[src/rtl/img_frame_sequencer.sv]
// Frame sequencer for the UART image pipeline: collects one frame of raw
// pixels into the source RAM, hands the frame to the blur filter, streams
// the filtered result back out over the UART, then re-arms for the next frame.
`timescale 1ns/1ps
module img_frame_sequencer #(
  parameter int PIXELS = 10000,
  parameter int AW     = 14
) (
  input  logic          clk,
  input  logic          rst_n,
  // UART receiver
  input  logic          rx_valid,
  input  logic [7:0]    rx_data,
  // raw-image RAM port
  output logic [AW-1:0] src_addr,
  output logic          src_we,
  output logic [7:0]    src_wdata,
  // blur filter
  input  logic [AW-1:0] flt_rd_addr,
  input  logic [AW-1:0] flt_wr_addr,
  input  logic          flt_wr_en,
  input  logic [7:0]    flt_wr_data,
  input  logic          flt_done,
  output logic          collect_finish,
  output logic          flt_clear,
  // result RAM port (read latency 1)
  output logic [AW-1:0] dst_addr,
  output logic          dst_we,
  output logic [7:0]    dst_wdata,
  input  logic [7:0]    dst_rdata,
  // UART transmitter
  output logic          tx_start,
  output logic [7:0]    tx_data,
  input  logic          tx_busy,
  // status
  output logic [1:0]    phase,
  output logic          frame_done,
  output logic          rx_overrun
);

  typedef enum logic [1:0] {
    COLLECT = 2'd0,
    PROCESS = 2'd1,
    SEND    = 2'd2,
    DONE    = 2'd3
  } phase_t;

  typedef enum logic [1:0] {
    FETCH = 2'd0,
    WAIT  = 2'd1,
    ISSUE = 2'd2,
    HOLD  = 2'd3
  } send_t;

  localparam logic [AW-1:0] LAST = AW'(PIXELS - 1);

  phase_t        st;
  send_t         sst;
  logic [AW-1:0] wr_ptr;
  logic [AW-1:0] rd_ptr;
  logic          seen_busy;

  assign phase          = st;
  assign collect_finish = (st == PROCESS);
  assign frame_done     = (st == DONE);
  assign flt_clear      = (st == DONE);

  // Phase sequencing, pixel pointers, UART handshake and overrun flag.
  always_ff @(posedge clk or negedge rst_n) begin
    if (!rst_n) begin
      st         <= COLLECT;
      sst        <= FETCH;
      wr_ptr     <= '0;
      rd_ptr     <= '0;
      seen_busy  <= 1'b0;
      tx_start   <= 1'b0;
      tx_data    <= '0;
      rx_overrun <= 1'b0;
    end else begin
      tx_start <= 1'b0;
      if (rx_valid && (st != COLLECT)) begin
        rx_overrun <= 1'b1;
      end
      case (st)
        COLLECT: begin
          if (rx_valid) begin
            if (wr_ptr == LAST) begin
              wr_ptr <= '0;
              st     <= PROCESS;
            end else begin
              wr_ptr <= wr_ptr + AW'(1);
            end
          end
        end
        PROCESS: begin
          if (flt_done) begin
            st  <= SEND;
            sst <= FETCH;
          end
        end
        SEND: begin
          case (sst)
            FETCH: sst <= WAIT;
            WAIT:  sst <= ISSUE;
            ISSUE: begin
              if (!tx_busy) begin
                tx_start  <= 1'b1;
                tx_data   <= dst_rdata;
                seen_busy <= 1'b0;
                sst       <= HOLD;
              end
            end
            HOLD: begin
              // A byte is finished only after busy has been seen high and
              // then low again, so a late-rising busy is not mistaken for idle.
              if (tx_busy) begin
                seen_busy <= 1'b1;
              end else if (seen_busy) begin
                seen_busy <= 1'b0;
                sst       <= FETCH;
                if (rd_ptr == LAST) begin
                  rd_ptr <= '0;
                  st     <= DONE;
                end else begin
                  rd_ptr <= rd_ptr + AW'(1);
                end
              end
            end
            default: sst <= FETCH;
          endcase
        end
        DONE:    st <= COLLECT;
        default: st <= COLLECT;
      endcase
    end
  end

  // RAM port steering: each RAM has exactly one write source per phase.
  always_comb begin
    src_addr  = '0;
    src_we    = 1'b0;
    src_wdata = '0;
    dst_addr  = '0;
    dst_we    = 1'b0;
    dst_wdata = '0;
    case (st)
      COLLECT: begin
        src_addr  = wr_ptr;
        // reset holds the phase in COLLECT, so gate the pass-through write
        src_we    = rx_valid & rst_n;
        src_wdata = rx_data;
      end
      PROCESS: begin
        src_addr  = flt_rd_addr;
        dst_addr  = flt_wr_addr;
        dst_we    = flt_wr_en;
        dst_wdata = flt_wr_data;
      end
      SEND: begin
        dst_addr = rd_ptr;
      end
      default: ;
    endcase
  end

endmodule

[config.mk]
export PLATFORM = sky130hd
export DESIGN_NAME = img_frame_sequencer
export DESIGN_NICKNAME = d
export VERILOG_FILES = /design/src/rtl/img_frame_sequencer.sv
export SDC_FILE = /design/constraint.sdc
export NUM_CORES = 1
export LEC_CHECK = 0
export ABC_AREA = 1
export BUFFER_PORTS_ARGS = -buffer_cell sky130_fd_sc_hd__buf_2
export CELL_PAD_IN_SITES_DETAIL_PLACEMENT = 2
export CELL_PAD_IN_SITES_GLOBAL_PLACEMENT = 2
export CORE_ASPECT_RATIO = 1.5
export CORE_UTILIZATION = 26
export CTS_BUF_LIST = sky130_fd_sc_hd__clkbuf_8
export DETAILED_ROUTE_END_ITERATION = 6
export HOLD_SLACK_MARGIN = 0.03
export PLACE_DENSITY = 0.86
export RECOVER_POWER = 25
export SYNTH_ARGS = -nofsm -noshare
export SYNTH_HDL_FRONTEND = slang
export SYNTH_SLANG_ARGS = --single-unit
[constraint.sdc]
create_clock -name clk -period 1.6 [get_ports clk]
set_input_delay 0.08 -clock clk [delete_from_list [all_inputs] [get_ports clk]]
set_output_delay 0.08 -clock clk [all_outputs]
set_load 0.03 [all_outputs]
==> results.sh, run 1 <==
export IMPL_h_tree_depth=2
export IMPL_num_rows=47
export IMPL_worst_path_stages=8
export IMPL_tightest_slew_ps=1230
export IMPL_numCtsBuffers=5
export IMPL_ys_ff_latch=43
export IMPL_crit_top_cell="buf_6"
export IMPL_crit_chain="inv_4 -> ha_4 -> buf_6 -> nand2_4 -> nor2_4 -> buf_6 -> nand4_1 -> xor2_1"
export IMPL_grtUsageTotal=0.257
export IMPL_cp_start_kind="flop"
export IMPL_cts_sinks=43
export IMPL_fin_ws_ps=-269
export IMPL_routed_wl_mm=18.9
export IMPL_fillers=1224
export IMPL_vdd_drop_max_mv=0.754
export IMPL_slew_headroom=0.180
export IMPL_syn_cell_area_um2=2970
export IMPL_multi_input_comb_area_um2=2200
export IMPL_crit_fanout=5
export IMPL_die_h_um=133
export IMPL_finalSetupViolations=71
export IMPL_synth_cell_type_count=31
export IMPL_wl_per_cell_um=25.0
export IMPL_clock_fmax_mhz=535
export IMPL_cts_tree="done"
export IMPL_path_class="flop to flop"
export IMPL_grt_pass1_vias=4272
export IMPL_antenna_left=0
export IMPL_grt_overflow_total=0
export IMPL_initial_core_util=0.268
export IMPL_min_path_cells=3
export IMPL_max_stage_delay_ps=450
export IMPL_clk_latency_ps=330
export IMPL_die_w_um=89.2
export IMPL_path_buf_inv=3
export IMPL_end_kind="flop"
export IMPL_place_area_um2=4060
export IMPL_dp_hpwl_mm=9.92
export IMPL_clock_skew_ps=12.7
export IMPL_dieArea_um2=11900
export IMPL_slowest_stage="dfrtp_2"
export IMPL_grt_max_degree=44
export IMPL_fin_hold_ws_ps=135
export IMPL_hold_viol_final=0
export IMPL_route_vias_total=3920
export IMPL_num_antenna_cells=0
export IMPL_drive_gt1_frac=0.521
export IMPL_ys_seq_area_frac=0.363
export IMPL_yosysTopAreaCell="dfrtp_1"
export IMPL_cap_violations=0
export IMPL_violations="negative setup slack"
export IMPL_route_detailed_drc=0
export IMPL_p_per_area_nw_per_um2=1860
export IMPL_netlist_area_leader_share=0.363
export IMPL_cts_root_buffer="clkbuf_8"
export IMPL_place_congestion=0.826
export IMPL_dr_first_iter_drc_count=141
export IMPL_seqCellArea_um2=1080
export IMPL_rr_endpoint="rd_ptr[11]"
export IMPL_clock_path_buffers=2
export IMPL_critPathTopFamily="flip-flops"
export IMPL_ff2ff_setup_slack_ps=-270
export IMPL_antenna_found_initial=0
export IMPL_finalSetupTns_ps=-10120
export IMPL_synth_fp_nets=513
export IMPL_avgSynthCellArea_um2=6.65
export IMPL_rsz0062_at_grt="true"
export IMPL_worstPathArrival_ps=2080
export IMPL_path_clk_slew_ps=100
export IMPL_ys_warn_count=0
export IMPL_core_area_um2=11100
export IMPL_vias_per_cell=5.18
export IMPL_worstHoldEndpoint="tx_start"
export IMPL_drv_slew=0
export IMPL_regToRegStartpoint="phase[0]"
export IMPL_synth_area_top_cells="dfrtp_1 (36%), nand2_1 (20%), inv_1 (7.7%), nor2_1 (5.2%), nand3_1 (4.6%)"
export IMPL_syn_instance_count=446
export IMPL_min_from="tx_busy"
export IMPL_grt_pass1_wl_mm=22.6
export IMPL_final_area_um2=5360
export IMPL_ioPinCount=119
export IMPL_io_buffers=118
export IMPL_p_leak_uw=0.00259
export IMPL_fin_crit_sh=1.17
export IMPL_worst_ep_required_time_ps=1810
export IMPL_first_pass_iters=4
export IMPL_status="finished with violations"
export IMPL_hold_path_class="input pin to flop"
export IMPL_min_period_ps=1870
export IMPL_nets=676
export IMPL_reg2reg_depth=8
export IMPL_syn_to_final_growth_pct=80.4
[worst max-delay path by stage]
stage / start / endpoint / slack (ps)
after floorplan: phase[1] / src_addr[10] / -50
after global placement: phase[1] / phase[0] / -9
after detailed placement: phase[1] / phase[0] / -120
after CTS: phase[1] / dst_addr[0] / -130
after global routing: phase[1] / dst_we / -290
final: phase[0] / rd_ptr[11] / -270
[synthesized netlist by cell type, drive strengths merged]
| master | count |
|---|---|
| clkbuf | 3 |
| nor2 | 47 |
| buf | 11 |
| xnor2 | 1 |
| a21o | 2 |
| o21ai | 25 |
| o2111ai | 1 |
| xor2 | 8 |
| inv | 63 |
| a22o | 1 |
| a21oi | 17 |
| o21bai | 1 |
| nand2 | 162 |
| nand3 | 31 |
| dfrtp | 43 |
| o22ai | 1 |
| ha | 9 |
| nand4 | 11 |
| nor3 | 9 |
[cells by family after synthesis]
kind of cell,after synthesis,synth area share
adders and majority gates,9,0.0379
DFF,43,0.363
buffers and inverters,77,0.106
AOI/OAI and AO/OA,48,0.0877
and+or+nand+nor,260,0.379
xor gates and xnor gates,9,0.0266
[placed cells by master (no fill, tap or decap), types with 10 or more instances in the layout]
cell     instances
a21oi_4         13
buf_2           70
inv_2           16
nand2_2         34
inv_1           41
dfrtp_1         40
buf_6           57
nand4_1         11
o21ai_2         18
nand3_1         22
buf_4           18
nand2_1        111
nand2_4         16
nor2_1          29
nor2_2          10
[area by class of cell]
| type | instances | area share |
|---|---|---|
| multi-input cells | 326 | 0.412 |
| repair buffers | 170 | 0.283 |
| flip-flops and latches | 43 | 0.202 |
| inverters | 63 | 0.0507 |
| well taps | 147 | 0.0343 |
| clock buffers | 6 | 0.0154 |
| clock inverters | 2 | 0.00304 |
[power by group]
group	leakage [uW]	internal, uW	switching, uW
registers	0.000519	1350	325
logic	0.00203	2900	4550
clock network	0.0000474	354	481
total	0.00259	4600	5360
[stage by stage]
stage,utilization,cells,total power [uW],setup slack (ps)
after floorplan,-,446,4980,-50.6
after global placement,0.367,715,6290,-8.89
after detailed placement,0.367,715,6580,-118
after CTS,0.430,741,8700,-126
after global routing,0.484,757,10300,-294
final,0.484,757,9960,-269
[worst register-to-register path, stage by stage (launching register included)]
cell and delay (ps):
dfrtp_2 450, inv_4 100, ha_4 210, buf_6 130
nand2_4 60, nor2_4 210, buf_6 160, nand4_1 130
xor2_1 300
[sequential cells by signal, summed over array words and instances, names as in the netlist]
name and count:
wr_ptr 14, sst 2, rx_overrun 1, rd_ptr 14
tx_start 1, seen_busy 1, phase 2, tx_data 8
[what timing repair did]
item	4_1_cts	5_1_grt
setup endpoints to repair	74	84
hold buffers	9	0
gates cloned	2	3
resized for setup	125	142
pin swaps	7	31
hold endpoints to repair	51	0
buffers inserted	7	13
[per-layer routing]
layer / up-vias / global-route usage / share of wire
li1: 1712 / - / -
met1: 1994 / 0.250 / 0.33
met2: 148 / 0.503 / 0.58
met3: 66 / 0.0337 / 0.032
met4: 0 / 0.128 / 0.054
met5: - / 0 / 0
Power figures use the tool's default switching activity.
==> inputs of run 2 (changes only) <==
--- a/config.mk
+++ b/config.mk
@@ -5,16 +5,16 @@
 export SDC_FILE = /design/constraint.sdc
 export NUM_CORES = 1
 export LEC_CHECK = 0
-export ABC_AREA = 1
 export BUFFER_PORTS_ARGS = -buffer_cell sky130_fd_sc_hd__buf_2
 export CELL_PAD_IN_SITES_DETAIL_PLACEMENT = 2
 export CELL_PAD_IN_SITES_GLOBAL_PLACEMENT = 2
 export CORE_ASPECT_RATIO = 1.5
-export CORE_UTILIZATION = 26
+export CORE_MARGIN = 10
+export CORE_UTILIZATION = 27
 export CTS_BUF_LIST = sky130_fd_sc_hd__clkbuf_8
 export DETAILED_ROUTE_END_ITERATION = 6
 export HOLD_SLACK_MARGIN = 0.03
-export PLACE_DENSITY = 0.86
+export PLACE_DENSITY = 0.84
 export RECOVER_POWER = 25
 export SYNTH_ARGS = -nofsm -noshare
 export SYNTH_HDL_FRONTEND = slang
==> run 2 against run 1 <==
  * Utilization increased by 8.6 points
  * Die area is 20% higher
  * Highest routed layer unchanged
  * Non-clock buffer count increased by 57
  * The flow still finishes with violations (negative setup slack)
  * Clock skew is 8.2 ps higher
  * Setup slack worse by 160 ps
  * Count of clock-buffer cells in the layout shrank 1
==> results.sh, run 2 <==
export IMPL_synthMostInstantiatedCell="dfrtp_1"
export IMPL_hold_viol_final=0
export IMPL_fillers=940
export IMPL_antenna_found_initial=0
export IMPL_routed_wl_mm=19.0
export IMPL_layout_common_cells="buf_6 (73), buf_2 (68), buf_4 (60)"
export IMPL_grt_max_degree=28
export IMPL_synth_ff_type="dfrtp_1"
export IMPL_cts_tree="done"
export IMPL_synth_area_top_cells="dfrtp_1 (41%), nand2_1 (6.0%), and2_1 (4.7%), xnor2_1 (4.3%), ha_1 (4.3%)"
export IMPL_finalSetupViolations=86
export IMPL_worstPathArrival_ps=2260
export IMPL_fin_crit_sh=1.27
export IMPL_dp_hpwl_mm=9.32
export IMPL_die_w_um=101
export IMPL_clock_path_buffers=2
export IMPL_syn_instance_count=287
export IMPL_grt_pass1_wl_mm=23.4
export IMPL_num_rows=44
export IMPL_h_tree_depth=2
export IMPL_netlist_area_leader_share=0.408
export IMPL_cp_start_kind="flop"
export IMPL_p_per_area_nw_per_um2=568
export IMPL_worst_ep_required_time_ps=1840
export IMPL_num_antenna_cells=0
export IMPL_yosysTopAreaCell="dfrtp_1"
export IMPL_clock_fmax_mhz=493
export IMPL_grt_pass1_vias=3838
export IMPL_crit_chain="or4_4 -> nor4_4 -> a21oi_2 -> nor2_2 -> mux2_4"
export IMPL_max_stage_delay_ps=570
export IMPL_path_class="flop to flop"
export IMPL_hold_path_class="input pin to flop"
export IMPL_place_congestion=0.801
export IMPL_avgSynthCellArea_um2=9.19
export IMPL_antenna_left=0
export IMPL_async_flop_share=1.00
export IMPL_status="finished with violations"
export IMPL_ys_ff_latch=43
export IMPL_synth_commonest_cells="dfrtp_1 (43), nand2_1 (42), and2_1 (20)"
export IMPL_synth_fp_nets=354
export IMPL_synth_cell_type_count=49
export IMPL_pre_cts_ws_ps=-346
export IMPL_total_power_uw=3130
export IMPL_tightest_slew_ps=976
export IMPL_numCtsBuffers=5
export IMPL_final_area_um2=5500
export IMPL_cts_sinks=43
export IMPL_vdd_drop_max_mv=0.545
export IMPL_final_util=0.571
export IMPL_first_pass_iters=4
export IMPL_syn_cell_area_um2=2640
export IMPL_ff2ff_setup_slack_ps=-430
export IMPL_ioPinCount=119
export IMPL_finalSetupTns_ps=-17800
export IMPL_path_clk_slew_ps=110
export IMPL_vias_per_cell=5.28
export IMPL_drv_slew=0
export IMPL_cts_root_buffer="clkbuf_8"
export IMPL_route_detailed_drc=0
export IMPL_grt_overflow_total=0
export IMPL_slew_headroom=0.349
export IMPL_drive_gt1_frac=0.716
export IMPL_seqCellArea_um2=1080
export IMPL_route_vias_total=3301
export IMPL_io_buffers=118
export IMPL_clock_skew_ps=20.9
export IMPL_nets=576
export IMPL_dieArea_um2=14200
export IMPL_crit_fanout=2
export IMPL_clk_latency_ps=340
export IMPL_syn_to_final_growth_pct=109
export IMPL_rsz0062_at_grt="true"
export IMPL_wl_per_cell_um=30.3
export IMPL_initial_core_util=0.274
export IMPL_ys_warn_count=0
export IMPL_p_leak_uw=0.00264
export IMPL_slowest_stage="or4_4"
export IMPL_place_area_um2=3920
export IMPL_end_kind="flop"
export IMPL_synth_edf_count=0
export IMPL_min_period_ps=2030
export IMPL_core_area_um2=9630
export IMPL_violations="negative setup slack"
export IMPL_die_h_um=141
export IMPL_ys_seq_area_frac=0.408
export IMPL_fin_ws_ps=-427
export IMPL_grtUsageTotal=0.216
export IMPL_cap_violations=0
export IMPL_dr_first_iter_drc_count=141
export IMPL_reg_largest_list="rd_ptr (14), wr_ptr (14), tx_data (8)"
export IMPL_multi_input_comb_area_um2=2090
export IMPL_final_common_cell="buf_6"
run 2: cell types whose count changed in the layout (fill, tap and decap cells not counted), moves of 15 or more:
cell / change
nor2_1: -27
buf_6: +16
inv_2: -15
nand3_1: -16
nor2b_2: +15
nand2_2: -23
and2_4: +19
inv_1: -33
nand2_1: -84
buf_4: +42
run 2: final timing paths:
check                            from         end  cells after the start
max                         rd_ptr[4]    phase[1]                      5
min                           tx_busy   seen_busy                      3
max reg2reg                 rd_ptr[4]    phase[1]                      5
min reg2reg                tx_data[7]  tx_data[7]                      2
max in group asynchronous       rst_n   rd_ptr[7]                      3
min in group asynchronous       rst_n  rd_ptr[12]                      3
run 2: repair_timing:
item,4_1_cts,5_1_grt
cloned,8,3
hold endpoints to repair,51,0
buffers inserted,21,16
hold buffers,9,0
endpoints found under the setup margin,75,89
gates resized for setup,200,80
pin swaps,19,45
run 2: cell families (layout without fill, tap and decap cells):
kind of cell,after synthesis,in the layout,synth area share
buffers and inverters,23,246,0.0375
AOI/OAI and AO/OA,53,53,0.144
muxes,2,2,0.00807
DFF,43,43,0.408
adders and majority gates,9,9,0.0427
and+or+nand+nor,139,139,0.300
xor gates and xnor gates,18,18,0.0598
run 2: routing by layer:
metal	routed length, um	GRT usage
met5	0	0
met4	739	0.0567
met3	1020	0.0528
met2	10900	0.442
met1	6290	0.195
run 2: through the flow:
stage | std cells | hold WS, ps
finish | 625 | 139
global route | 625 | 168
CTS | 616 | 73.7
detailed placement | 571 | 161
global placement | 571 | 153
floorplan | 287 | -216
run 2: layout make-up:
| class | count | area share |
|---|---|---|
| clock buffer | 5 | 0.0125 |
| inverter | 11 | 0.00933 |
| clock inverter | 3 | 0.00296 |
| tap | 115 | 0.0262 |
| multi-input combinational | 221 | 0.380 |
| sequential | 43 | 0.196 |
| timing repair buffer | 227 | 0.373 |
run 2: power by group:
part	internal (uW)	total, uW	leakage, uW	switching (uW)
clock network	301	800	0.0000453	499
registers	1150	1200	0.000573	54.8
logic	549	1120	0.00203	574
total	2000	3130	0.00264	1130
run 2: worst max-delay path: cells and delay by family (launching register included):
kind,cells,cell delay (ps)
AND/OR/NAND/NOR,3,1060
AO/OA/AOI/OAI,1,110
flip-flops,1,440
multiplexers,1,320
